<file path="src/rtl/dmem_sized.sv">
// dmem_sized: parametrised data memory for the MEM stage.
// Byte/half/word accesses with sign/zero-extended loads, a req/ready/valid
// handshake with LATENCY cycles from acceptance to response, and error
// flags for misaligned or out-of-range accesses (no aliasing).
//
// state  | meaning
// IDLE   | no access outstanding, ready for a request
// WAIT   | access accepted, counting down the remaining latency
// RESP   | response cycle (valid=1), may accept the next request
module dmem_sized #(
  parameter int    DEPTH    = 32,
  parameter int    ADDR_W   = 32,
  parameter int    LATENCY  = 1,
  parameter string MEM_INIT = "dmem_init.txt"
) (
  input  logic              clk,
  input  logic              rst,
  input  logic              req,
  output logic              ready,
  input  logic              we,
  input  logic [1:0]        size,
  input  logic              unsigned_ld,
  input  logic [ADDR_W-1:0] addr,
  input  logic [31:0]       datain,
  output logic              valid,
  output logic [31:0]       dataout,
  output logic              err_misalign,
  output logic              err_range
);

  localparam int         IDX_W    = $clog2(DEPTH);
  localparam logic [3:0] CNT_INIT = (LATENCY > 1) ? 4'(LATENCY - 2) : 4'd0;

  if (LATENCY < 1 || LATENCY > 15) begin : g_bad_latency
    $error("dmem_sized: LATENCY %0d outside 1..15", LATENCY);
  end
  if (DEPTH < 2 || DEPTH > 4096 || (1 << IDX_W) != DEPTH) begin : g_bad_depth
    $error("dmem_sized: DEPTH %0d must be a power of two in 2..4096", DEPTH);
  end
  if (ADDR_W < IDX_W + 2) begin : g_bad_addr_w
    $error("dmem_sized: ADDR_W %0d too small for DEPTH %0d", ADDR_W, DEPTH);
  end

  typedef enum logic [1:0] {S_IDLE, S_WAIT, S_RESP} state_t;

  state_t            state, state_n;
  logic [3:0]        cnt;
  logic              accept, commit;

  logic              we_q, uns_q;
  logic [1:0]        size_q;
  logic [ADDR_W-1:0] addr_q;
  logic [31:0]       data_q;

  logic              c_we, c_uns;
  logic [1:0]        c_size;
  logic [ADDR_W-1:0] c_addr;
  logic [31:0]       c_data;
  logic [IDX_W-1:0]  c_idx;
  logic [1:0]        c_lane;
  logic              c_mis, c_rng, c_err;
  logic [31:0]       rd_word, ld_val, wdata;
  logic [3:0]        be;

  logic [31:0]       mem [DEPTH];

  // With single-cycle latency the accept edge is the commit edge, so the
  // live inputs are used; otherwise the operands latched at acceptance.
  always_comb begin
    if (LATENCY == 1) begin
      c_we   = we;
      c_size = size;
      c_uns  = unsigned_ld;
      c_addr = addr;
      c_data = datain;
    end else begin
      c_we   = we_q;
      c_size = size_q;
      c_uns  = uns_q;
      c_addr = addr_q;
      c_data = data_q;
    end
  end

  assign c_idx  = c_addr[IDX_W+1:2];
  assign c_lane = c_addr[1:0];
  assign c_mis  = (c_size == 2'b11) ||
                  (c_size == 2'b01 && c_addr[0]) ||
                  (c_size == 2'b10 && c_lane != 2'b00);

  if (ADDR_W > IDX_W + 2) begin : g_range
    assign c_rng = |c_addr[ADDR_W-1:IDX_W+2];
  end else begin : g_no_range
    assign c_rng = 1'b0;
  end

  assign c_err   = c_mis | c_rng;
  assign rd_word = mem[c_idx];

  // Load extraction/extension and store lane placement for the commit access.
  always_comb begin
    ld_val = rd_word;
    wdata  = c_data;
    be     = 4'b0000;
    case (c_size)
      2'b00: begin
        ld_val = {24'd0, rd_word[{c_lane, 3'b000} +: 8]};
        if (!c_uns && ld_val[7]) ld_val[31:8] = 24'hFF_FFFF;
        wdata  = {4{c_data[7:0]}};
        be     = 4'b0001 << c_lane;
      end
      2'b01: begin
        ld_val = {16'd0, rd_word[{c_addr[1], 4'b0000} +: 16]};
        if (!c_uns && ld_val[15]) ld_val[31:16] = 16'hFFFF;
        wdata  = {2{c_data[15:0]}};
        be     = c_addr[1] ? 4'b1100 : 4'b0011;
      end
      2'b10: be = 4'b1111;
      default: be = 4'b0000;
    endcase
  end

  // Next-state, handshake and commit decisions.
  always_comb begin
    state_n = state;
    accept  = 1'b0;
    commit  = 1'b0;
    ready   = (state != S_WAIT);
    valid   = (state == S_RESP);
    case (state)
      S_IDLE, S_RESP: begin
        if (req) begin
          accept = 1'b1;
          if (LATENCY == 1) begin
            state_n = S_RESP;
            commit  = 1'b1;
          end else begin
            state_n = S_WAIT;
          end
        end else begin
          state_n = S_IDLE;
        end
      end
      S_WAIT: begin
        if (cnt == 4'd0) begin
          state_n = S_RESP;
          commit  = 1'b1;
        end
      end
      default: state_n = S_IDLE;
    endcase
  end

  // State, latency counter, request latch and registered response.
  always_ff @(posedge clk) begin
    if (rst) begin
      state        <= S_IDLE;
      cnt          <= 4'd0;
      dataout      <= 32'd0;
      err_misalign <= 1'b0;
      err_range    <= 1'b0;
    end else begin
      state <= state_n;
      if (accept) begin
        we_q   <= we;
        size_q <= size;
        uns_q  <= unsigned_ld;
        addr_q <= addr;
        data_q <= datain;
        cnt    <= CNT_INIT;
      end else if (state == S_WAIT && cnt != 4'd0) begin
        cnt <= cnt - 4'd1;
      end
      if (commit) begin
        err_misalign <= c_mis;
        err_range    <= c_rng;
        dataout      <= (c_err || c_we) ? 32'd0 : ld_val;
      end
    end
  end

  // Array write on the commit edge; only the addressed bytes change.
  always_ff @(posedge clk) begin
    if (!rst && commit && c_we && !c_err) begin
      for (int i = 0; i < 4; i++) begin
        if (be[i]) mem[c_idx][8*i +: 8] <= wdata[8*i +: 8];
      end
    end
  end

endmodule
</file>
<file path="config.mk">
export PLATFORM = sky130hd
export DESIGN_NAME = dmem_sized
export DESIGN_NICKNAME = d
export VERILOG_FILES = /design/src/rtl/dmem_sized.sv
export SDC_FILE = /design/constraint.sdc
export NUM_CORES = 1
export LEC_CHECK = 0
export CORE_MARGIN = 1
export CORE_UTILIZATION = 40
export CTS_BUF_LIST = sky130_fd_sc_hd__clkbuf_16
export DETAILED_ROUTE_END_ITERATION = 10
export DONT_BUFFER_PORTS = 1
export PLACE_DENSITY_LB_ADDON = 0.2
export SYNTH_ARGS = -nofsm -noshare
export SYNTH_HDL_FRONTEND = slang
export SYNTH_SLANG_ARGS = --single-unit
</file>
<file path="constraint.sdc">
create_clock -name clk -period 8.1 [get_ports clk]
set_input_delay 0.81 -clock clk [delete_from_list [all_inputs] [get_ports clk]]
set_output_delay 0.81 -clock clk [all_outputs]
set_load 0.01 [all_outputs]
</file>
==> flow_summary_export.csv <==
group,metric,value,unit
run,maxCapViolations,0,
route,firstDrtPassIters,6,
timing,worst_slew_pin_slew,1392,ps
clock_tree,root_buffer,"clkbuf_16",
cells_and_area,utilization,44.75,%
worst_setup_path,worstSetupEndpoint,"dataout[9]",
worst_setup_path,rr_worst_depth,7,
route,wl_per_cell,30.68,µm
cells_and_area,nets,2539,
clock_tree,cts-resized-gates,0,
worst_setup_path,end_kind,"flip-flop",
power,irDropWorstVdd,167.3,µV
timing,fmax,219.4,MHz
power,power,0.01114,W
timing,maxSlewHeadroom,5.911,%
worst_setup_path,reg2reg_slack,5330,ps
worst_setup_path,cp.arrival,5100,ps
synth,ys_seq_area_share,75.06,%
timing,finClkSkew,25.92,ps
global_route,grt_max_degree,517,
timing,setup_viol,0,
global_route,grt_pass1_vias,22220,
synth,ys_seq_elements,1059,
power,powerDensity,240.1,nW/µm²
worst_setup_path,crit_fanout,171,
clock_tree,numCtsBuffers,104,
synth,synth_ff_type,"edfxtp_1",
synth,async_flop_share,0,%
clock_tree,cts_max_level,3,
die,dieArea,106100,µm²
clock_tree,cts_setup_buffers,0,
route,via_per_inst,5.861,
worst_setup_path,crit_start,"addr[3]",
die,die_y,325.7,µm
synth,synth_edf_count,1024,
worst_setup_path,critPathRequiredTime,8650,ps
synth,syn_inst,2485,
die,num_rows,118,
hold_path,hold_class,"in2reg",
timing,tns,0,ps
global_route,antenna_found_initial,6,
die,coreArea,103600,µm²
global_route,grt_first_pass_wirelength,169100,µm
route,antenna_left,0,
cells_and_area,synthToLayoutAreaGrowth,10.68,%
route,vias,23060,
clock_tree,cts-root-to-sink-buffers,3,
clock_tree,cts_tree,"yes",
timing,rsz0062_at_grt,"false",
die,die_x,325.7,µm
timing,slew_violations,0,
power,leakage,15.51,nW
placed_design,place_area,43100,µm²
synth,yosys_warnings,0,
route,met1_length,50570,µm
cells_and_area,drive_gt1_share,8.863,%
synth,synth_area,41900,µm²
clock_tree,clk_latency,680,ps
cells_and_area,fin_area,46380,µm²
status,status,"finished clean",
route,wl,120700,µm
synth,syn_nets,2556,
synth,yosysUniqueCellTypes,50,
route,dr_wl_met3,11600,µm
placed_design,place.gp.congestion,0.8648,
timing,min_period_over_period,56.27,%
worst_setup_path,cp-start-kind,"input pin",
timing,whs,193.4,ps
worst_setup_path,critPathKind,"in2reg",
placed_design,port_buffers,0,
die,initial_core_util,40.43,%
synth,avgSynthCellArea,16.86,µm²
route,drc,0,
timing,finalCriticalPeriod,4558,ps
clock_tree,postCtsHoldBufs,0,
clock_tree,cts.clk_slew.worst_paths,70,ps
global_route,overflow,0,
die,io_pins,107,
worst_setup_path,reg2reg_to,"dataout[24]",
worst_setup_path,r2r-start,"mem[14][31]",
clock_tree,clkSinkCount,1059,
route,drtIter0Drc,2971,
timing,finalHoldViolations,0,
route,wl_met2,56060,µm
placed_design,post-dp-hpwl,76410,µm
global_route,gr-usage-all-layers,22.37,%
route,top_layer_used,"met4",
-- stage by stage --
step	setup slack (ps)	instances
after floorplan	4710	2485
after global placement	4324	3739
after detailed placement	4292	3739
after CTS	4990	3927
after global routing	3612	3930
final	3542	3934
-- cell usage after synthesis, drive strengths merged, types with 2 or more instances --
cell     number  area [µm²]
nor2        149       559.3
a222oi        7       70.07
o21ai        18       90.09
and3          3       18.77
nor3          4       20.02
nand2        70       262.8
or4          17       127.6
buf         102       660.6
nor4         54       337.8
nand4b        5       43.79
a22oi        14       105.1
nand2b        2       12.51
nand3         9       45.04
clkbuf       56       210.2
nor4b         2       17.52
or3           2       12.51
o21bai       16       120.1
nand4bb       5       56.30
nand3b        2       15.01
nor2b        20       125.1
and3b         2       17.52
a21o          8       60.06
edfxtp     1024       30750
mux2i       521        5215
nand4         2       12.51
or4b          4       40.04
inv           2       7.510
dfxtp        35       700.7
a31oi         4       40.04
mux2         23       259.0
o31ai         6       45.04
nor3b         2       15.01
o22ai       256        1602
a21oi        29       145.1
-- area by class of cell --
type / instances / area, µm²
Antenna cell: 4 / 10.01
Clock inverter: 81 / 503.0
Fill cell: 9003 / 57270
Inverter: 2 / 7.507
Timing Repair Buffer: 35 / 322.8
Clock buffer: 107 / 2678
Multi-Input combinational cell: 1266 / 9679
Tap cell: 1380 / 1727
Sequential cell: 1059 / 31450
-- layer usage --
layer  GRT usage, %  vias up
met5              0        -
met4          5.113        0
met3          4.744      153
met2          35.00     1161
met1          32.01    11840
li1               -     9903
-- kinds of logic after synthesis --
family / count (synthesis) / synth area share (%)
other cells: 1 / 0.008949
mux: 544 / 13.06
simple gates: 359 / 4.255
compound gates: 362 / 5.521
buf+inv: 160 / 2.096
flops: 1059 / 75.06
-- critical path, stage by stage --
cell and delay, ps:
buf_16 650, buf_16 770, mux2i_1 520, o22ai_1 190, nor4_1 600, buf_4 250
a21oi_1 90, a211o_1 350, nand2_1 210, o31ai_1 140
-- registers in the layout (all words and copies together), names as in the netlist --
signal	count
state	1
mem	1024
dataout	32
err_misalign	1
err_range	1
-- where the power goes --
part	internal (W)	switching (W)
registers	0.00604	0.00000115
logic	0.000151	0.000374
clock network	0.00254	0.00203
-- cell usage in the layout, fill, tap and decap left out, types with 3 or more instances in the layout --
| cell type | instances |
|---|---|
| a22oi_1 | 14 |
| nand4bb_2 | 5 |
| nand3_1 | 9 |
| clkinv_1 | 31 |
| bufinv_16 | 5 |
| o21ai_1 | 7 |
| o22ai_1 | 256 |
| nor2_1 | 149 |
| a222oi_1 | 7 |
| o31ai_1 | 6 |
| edfxtp_1 | 1024 |
| mux2_2 | 23 |
| and3_1 | 3 |
| nand2_1 | 69 |
| nand4b_1 | 5 |
| nor3_1 | 4 |
| mux2i_1 | 521 |
| inv_1 | 14 |
| buf_4 | 32 |
| buf_16 | 3 |
| nor2b_1 | 20 |
| dfxtp_1 | 35 |
| or4_1 | 17 |
| nor4_1 | 53 |
| o21ai_2 | 7 |
| o21ai_4 | 4 |
| clkbuf_16 | 107 |
| clkinv_2 | 26 |
| a31oi_1 | 3 |
| o21bai_1 | 16 |
| a21o_1 | 8 |
| diode_2 | 4 |
| inv_6 | 4 |
| a21oi_1 | 29 |
-- how the worst min path moves through the flow --
stage               startpoint            to  slack [ps]  cells after the start
finish                     rst  err_misalign         190                      1
global route               rst  err_misalign         180                      1
CTS                        rst  err_misalign         170                      1
detailed placement   err_range     err_range         550                      2
global placement     err_range     err_range         540                      2
floorplan            err_range     err_range         510                      2
Power figures use the tool's default switching activity.
